<file path="src/rtl/regfile_pkg.sv">
// rtl/regfile_pkg.sv - operand forwarding select encodings and init/run FSM states
package regfile_pkg;

    localparam logic [1:0] FWD_REG = 2'b00;
    localparam logic [1:0] FWD_EX  = 2'b01;
    localparam logic [1:0] FWD_DM  = 2'b10;
    localparam logic [1:0] FWD_WB  = 2'b11;

    typedef enum logic {
        ST_INIT = 1'b0,
        ST_RUN  = 1'b1
    } rf_state_t;

endpackage

</file>
<file path="src/rtl/fwd_mux.sv">
// rtl/fwd_mux.sv - 4:1 operand source select (register / EX / DM / WB)
module fwd_mux
    import regfile_pkg::*;
#(
    parameter int DATA_W = 8
) (
    input  logic [1:0]        sel_i,
    input  logic [DATA_W-1:0] reg_i,
    input  logic [DATA_W-1:0] ex_i,
    input  logic [DATA_W-1:0] dm_i,
    input  logic [DATA_W-1:0] wb_i,
    output logic [DATA_W-1:0] y_o
);

    always_comb begin
        y_o = reg_i;
        case (sel_i)
            FWD_EX:  y_o = ex_i;
            FWD_DM:  y_o = dm_i;
            FWD_WB:  y_o = wb_i;
            default: y_o = reg_i;
        endcase
    end

endmodule

</file>
<file path="src/rtl/reg_file_fwd.sv">
// rtl/reg_file_fwd.sv - ID-stage register file with write-first bypass, forwarding and clear sweep; option REGFILE_ZERO_REG_EN
module reg_file_fwd
    import regfile_pkg::*;
#(
    parameter  int DATA_W = 8,
    parameter  int DEPTH  = 32,
    localparam int ADDR_W = $clog2(DEPTH)
) (
    input  logic              clk,
    input  logic              rst,
    input  logic              rd_en,
    input  logic [ADDR_W-1:0] ra_addr,
    input  logic [ADDR_W-1:0] rb_addr,
    input  logic              wr_en,
    input  logic [ADDR_W-1:0] wr_addr,
    input  logic [DATA_W-1:0] wr_data,
    input  logic [DATA_W-1:0] ans_ex,
    input  logic [DATA_W-1:0] ans_dm,
    input  logic [DATA_W-1:0] ans_wb,
    input  logic [1:0]        fwd_sel_a,
    input  logic [1:0]        fwd_sel_b,
    input  logic [DATA_W-1:0] imm,
    input  logic              imm_sel,
    output logic [DATA_W-1:0] a,
    output logic [DATA_W-1:0] b,
    output logic              init_busy
);

    logic [DATA_W-1:0] mem_q [DEPTH];
    rf_state_t         state_q;
    logic [ADDR_W-1:0] cnt_q;
    logic [DATA_W-1:0] ar_q, br_q;
    logic [DATA_W-1:0] ar_d, br_d;
    logic              busy_q;

    logic              wr_ok;
    logic              zero_a, zero_b;
    logic              mem_we;
    logic [ADDR_W-1:0] mem_waddr;
    logic [DATA_W-1:0] mem_wdata;
    logic [DATA_W-1:0] b_fwd;

`ifdef REGFILE_ZERO_REG_EN
    // Entry 0 reads as zero and never accepts writes, so it can never bypass either.
    assign wr_ok  = wr_en && (wr_addr != '0);
    assign zero_a = (ra_addr == '0);
    assign zero_b = (rb_addr == '0);
`else
    assign wr_ok  = wr_en;
    assign zero_a = 1'b0;
    assign zero_b = 1'b0;
`endif

    assign mem_we    = !rst && ((state_q == ST_INIT) || wr_ok);
    assign mem_waddr = (state_q == ST_INIT) ? cnt_q : wr_addr;
    assign mem_wdata = (state_q == ST_INIT) ? '0 : wr_data;

    always_ff @(posedge clk) begin
        if (mem_we)
            mem_q[mem_waddr] <= mem_wdata;
    end

    // Write-first: a same-edge write to the read address wins over the stale array word.
    always_comb begin
        ar_d = mem_q[ra_addr];
        br_d = mem_q[rb_addr];
        if (wr_ok && (wr_addr == ra_addr))
            ar_d = wr_data;
        if (wr_ok && (wr_addr == rb_addr))
            br_d = wr_data;
        if (zero_a)
            ar_d = '0;
        if (zero_b)
            br_d = '0;
    end

    always_ff @(posedge clk) begin
        if (rst) begin
            state_q <= ST_INIT;
            cnt_q   <= '0;
            ar_q    <= '0;
            br_q    <= '0;
            busy_q  <= 1'b1;
        end else begin
            case (state_q)
                ST_INIT: begin
                    cnt_q <= cnt_q + 1'b1;
                    if (cnt_q == ADDR_W'(DEPTH - 1)) begin
                        state_q <= ST_RUN;
                        busy_q  <= 1'b0;
                    end
                end
                default: begin
                    if (rd_en) begin
                        ar_q <= ar_d;
                        br_q <= br_d;
                    end
                end
            endcase
        end
    end

    assign init_busy = busy_q;

    fwd_mux #(.DATA_W(DATA_W)) u_fwd_a (
        .sel_i (fwd_sel_a),
        .reg_i (ar_q),
        .ex_i  (ans_ex),
        .dm_i  (ans_dm),
        .wb_i  (ans_wb),
        .y_o   (a)
    );

    fwd_mux #(.DATA_W(DATA_W)) u_fwd_b (
        .sel_i (fwd_sel_b),
        .reg_i (br_q),
        .ex_i  (ans_ex),
        .dm_i  (ans_dm),
        .wb_i  (ans_wb),
        .y_o   (b_fwd)
    );

    assign b = imm_sel ? imm : b_fwd;

endmodule
</file>
<file path="config.mk">
export PLATFORM = sky130hd
export DESIGN_NAME = reg_file_fwd
export DESIGN_NICKNAME = d
export VERILOG_FILES = /design/src/rtl/regfile_pkg.sv /design/src/rtl/fwd_mux.sv /design/src/rtl/reg_file_fwd.sv
export SDC_FILE = /design/constraint.sdc
export NUM_CORES = 1
export LEC_CHECK = 0
export BUFFER_PORTS_ARGS = -buffer_cell sky130_fd_sc_hd__buf_2
export CORE_MARGIN = 1
export CORE_UTILIZATION = 30
export DETAILED_ROUTE_END_ITERATION = 8
export PLACE_DENSITY_LB_ADDON = 0.3
export SETUP_SLACK_MARGIN = 0.3
export SYNTH_ARGS = -nofsm -noshare
export SYNTH_HDL_FRONTEND = slang
export SYNTH_SLANG_ARGS = --single-unit
</file>
<file path="constraint.sdc">
create_clock -name clk -period 3.6 [get_ports clk]
set_clock_uncertainty 0.15 [all_clocks]
set_input_delay 0.36 -clock clk [delete_from_list [all_inputs] [get_ports clk]]
set_output_delay 0.36 -clock clk [all_outputs]
set_load 0.03 [all_outputs]
</file>
# Word-level counts from Yosys, hierarchy flattened
# Memories as Yosys holds them, arrays and structs flattened. A register that Yosys moved wholly into a read port is not among the register bits.
# Index checks and enable logic that the tools add are counted.
# Widths: inputs -> output; s select.
# word_totals
ff_bits	7
latchBits	0
mem_bits_rw	256
romBits	0
output_inout_bits	17
elab_cells	27
mem_count	1
# op_classes
add_sub_neg	1
multipliers	0
div	0
magnitude_cmp	0
eq_ne	7
shifts	0
n_mux	9
n_bitwise	1
reduce_logical	5
# mem_list
name	words	word_bits	rd	rd_clocked_by_memory_dff	wr	line_no	source
mem_q	32	8	2	2	1	reg_file_fwd.sv:29	logic [DATA_W-1:0] mem_q [DEPTH];
# ops
cell	n
$pmux 8 s3	2
$mux 8	2
$eq 2x2->1 const B	4
$add 5x1->5 const B	1
$eq 5x5->1 const B	1
$mux 5	1
$eq 2x1->1 const B	2
$mux 1	4
$reduce_and 2->1	2
$logic_and 1x1->1	1
$logic_not 1->1	1
$logic_or 1x1->1	1
$not 1->1	1

# Logic depth before layout (Yosys ltp)
# logic_depth
word_depth	5
ltp_mapped	8
mapped_depth_nobuf	5

# By module
# From an unflattened synthesis, not the netlist that was laid out.
# hier_totals
cells_unflattened	783
hier_area_um2	13673.1
# modules_own_cells
module	instances	cells_each	area_per_inst_um2
reg_file_fwd	1	763	13280.2
fwd_mux	2	10	196.4

# Worst setup path after synthesis
# Ideal clock, no wire load.
# synth_path
path_type	register -> register
startpoint	register state_q
endpoint	memory mem_q[11][0] (enable)
setup_time_ps	370
t_arrival_ps	1742
required_ps	3080
setup_slack_ps	1337
stages_incl_launch_ff	7
path_buffers	2
synth_period_minus_slack_ps	2263
path_cell_list	dfxtp_1 buf_6 buf_1 mux2_2 nor2_1 nand2_1 nor2_1
# synth_via
elab_chain_cells	5
word_cells_on_any_way	6
cone_classes	3 x mux; 1 x bitwise; 2 x reduce/logical
# synth_rtl
element	line_no	source
start: declaration	reg_file_fwd.sv:30	rf_state_t state_q;
start signal: assignment	reg_file_fwd.sv:79	state_q <= ST_INIT;
start signal: assignment	reg_file_fwd.sv:89	state_q <= ST_RUN;
$not 1->1	n/a	
$logic_or 1x1->1	reg_file_fwd.sv:54	assign mem_we = !rst && ((state_q == ST_INIT) || wr_ok);
$logic_and 1x1->1	reg_file_fwd.sv:54	
$mux 1	reg_file_fwd.sv:59	if (mem_we)
$mux 1 (implied by the code)	reg_file_fwd.sv:60	mem_q[mem_waddr] <= mem_wdata;
end: declaration	reg_file_fwd.sv:29	
# Several ways; a longest one is shown, not always the timed one.

# Worst setup path in the final report
# layout_path
startpoint	register state_q
endpoint	memory mem_q[31][6] (enable)
# The elaborated chain is that of the path after synthesis.

==> results.py <==
metrics = {
    "routing": {
        "vias": 8423,
        "first_pass_iters": 5,
        "routedWlPerCell_um": 26.2,
        "wl_um": 40400,
        "drc": 0,
        "vias_per_cell": 5.47,
        "ant_nets": 0,
        "first_iter_violations": 711,
    },
    "clock_tree": {
        "clkSlewWorstSetupHoldPaths_ps": 60,
        "worstSkewPairLatency_ps": 580,
        "cts_tree": "yes",
        "ctsHtreeMaxLevel": 1,
        "cts_inserted_buffers": 30,
        "cts_root_buffer": "clkbuf_16",
        "cts.sinks": 279,
        "clockBufferDepth": 3,
        "cts_setup_buffers": 0,
    },
    "setup_path": {
        "rrSetupSlack_ps": 770,
        "reg2reg_from": "state_q$_SDFF_PP0_",
        "path_max_fanout": 16,
        "path_cells": "buf_4 -> nand3_1 -> o21ai_0 -> nand2_1 -> nor2_1",
        "cpMaxStageDelayCell": "nor2_1",
        "end_kind": "flip-flop",
        "worst_setup_path_start_kind": "flip-flop",
        "crit_family": "simple AND/OR/NAND/NOR gates",
        "cp.arrival_ps": 2860,
        "max_stage_delay_ps": 850,
        "path_buf_inv": 1,
        "path_class": "reg2reg",
        "crit_start": "state_q$_SDFF_PP0_",
        "worstPathRequired_ps": 3630,
    },
    "yosys": {
        "async_flop_share_pct": 0,
        "synth_most_common_cell": "edfxtp_1",
        "yosysUniqueCellTypes": 63,
        "synthesis.nets": 875,
        "synthTopCellsByArea": "edfxtp_1 (55%), mux4_2 (21%), mux2i_1 (3.8%)",
        "synth_area_mm2": 0.0139,
        "synthCells": 809,
        "synth-main-ff-cell": "edfxtp_1",
        "synth_common_cells": "edfxtp_1 (256), mux4_2 (127), mux2i_1 (53)",
        "synth-warning-count": 0,
        "synth-seq-cells": 279,
        "seq_area_frac_synth_pct": 58.5,
        "synth_top_area_share_pct": 55.2,
        "yosysTopAreaCell": "edfxtp_1",
        "avgSynthCellArea_um2": 17.2,
        "synth-edff-count": 256,
    },
    "worst_hold_path": {
        "worstHoldPathType": "in2reg",
        "hold_path_startpoint": "wr_data[1]",
    },
    "final_layout": {
        "multi_input_area_mm2": 0.00539,
        "regArea_mm2": 0.00815,
        "finish.instance_area_mm2": 0.0162,
        "fillCellCount": 4269,
        "fin_cells": 1540,
        "nets": 985,
        "areaGrowthSynthToFinish_pct": 16.1,
        "finish.utilization_pct": 35.5,
        "drive_above_1_share_pct": 35.1,
        "diodes": 0,
    },
    "power": {
        "power-per-cell-area_mw_per_mm2": 445,
        "ir_drop_v": 0.000330,
        "power.leakage_nw": 5.24,
        "power_mw": 7.20,
    },
    "floorplanning": {
        "start_util_pct": 30.5,
        "fp.dieW_um": 217,
        "core_area_mm2": 0.0456,
        "rows": 78,
        "die_area_mm2": 0.0473,
        "ios": 81,
        "die_y_um": 217,
    },
    "placement": {
        "io_buffers": 80,
        "place_inst": 1480,
        "place_area_mm2": 0.0152,
        "place_hpwl_um": 28000,
        "place.gp.congestion": 0.855,
        "preCtsSetupSlack_ps": 676,
    },
    "timing": {
        "setup_slack_ps": 773,
        "finalCritPeriodShare_pct": 78.5,
        "final-setup-viol-count": 0,
        "hold_violations": 0,
        "fin_setup_tns_ps": 0,
        "fmax_ghz": 0.354,
        "period_needed_ps": 2830,
        "finalMaxSlewViolations": 0,
        "worstMarginPinSlew_ps": 1300,
        "rsz0062_at_grt": "false",
        "slew-limit-headroom_pct": 13.4,
        "holdWs_ps": 27.2,
    },
    "global_route": {
        "grt_overflow": 0,
        "grt_pass1_wl_um": 59300,
        "grt_max_degree": 46,
        "grt_antenna_before_repair": 1,
        "grt_pass1_vias": 8670,
        "grt_usage_pct": 17.2,
    },
    "status": {
        "status": "completed",
    },
    "run": {
        "maxCapViolations": 0,
    },
}
## cell families after synthesis
| kind of cell | after synthesis | share of synthesized area, % |
|---|---|---|
| flip-flops | 279 | 58.5 |
| multiplexers | 208 | 27.5 |
| AND/OR/NAND/NOR | 154 | 5.63 |
| AO/OA/AOI/OAI | 84 | 4.46 |
| buffers and inverters | 67 | 2.75 |
| XOR/XNOR | 15 | 0.944 |
| adder cells (fa/ha/maj) | 2 | 0.180 |
## final cells by class
cell class	instances	share of cell area (%)
flip-flops and latches	279	50.4
multi-input cells	463	33.3
repair buffers	136	5.56
clock buffers	33	4.71
well taps	600	4.64
clock inverters	20	1.13
inverters	9	0.209
## tightest hold or removal path: cells and delay by family
family / cells / cell delay (ps)
AOI/OAI and AO/OA: 2 / 150
and+or+nand+nor: 1 / 130
buffers and inverters: 1 / 80
## where the power goes
part | internal [mW] | total, mW | switching, mW
registers | 3.51 | 3.52 | 0.0139
logic | 0.295 | 0.678 | 0.383
clock network | 1.73 | 3.00 | 1.27
total | 5.53 | 7.20 | 1.67
## state kept, by name, summed over array words and instances, names as in the netlist
name / count
ar_q: 8
br_q: 8
cnt_q: 5
init_busy: 1
mem_q: 256
state_q: 1
## per-layer routing
metal	wire length [um]	global-route usage, %
met5	0	0
met2	18700	27.3
met4	1460	6.50
met1	17500	23.8
met3	2720	2.38
## repair_timing
| item | 4_1_cts | 5_1_grt |
|---|---|---|
| resized for setup | 0 | 0 |
| hold buffers | 7 | 0 |
| endpoints found under the hold margin | 10 | 0 |
## placed cells by master, fill, tap and decap left out, drive strengths merged, types with 11 or more instances in the layout
| master | count |
|---|---|
| buf | 129 |
| clkbuf | 33 |
| clkinv | 16 |
| dfxtp | 23 |
| edfxtp | 256 |
| mux2 | 19 |
| mux2i | 56 |
| mux4 | 133 |
| nand2 | 35 |
| nor2 | 49 |
| nor2b | 11 |
| o21ai | 11 |
| o221ai | 12 |
| o22ai | 21 |
## worst paths after layout
path,endpoint,cells after the start
hold / removal,ar_q[1]$_SDFFE_PP0P_,4
setup / recovery,mem_q[31][6]$_DFFE_PP_,5
setup reg to reg,mem_q[31][6]$_DFFE_PP_,5
hold reg to reg,init_busy$_SDFFE_PP1P_,1
(Power assumes the default switching activity.)
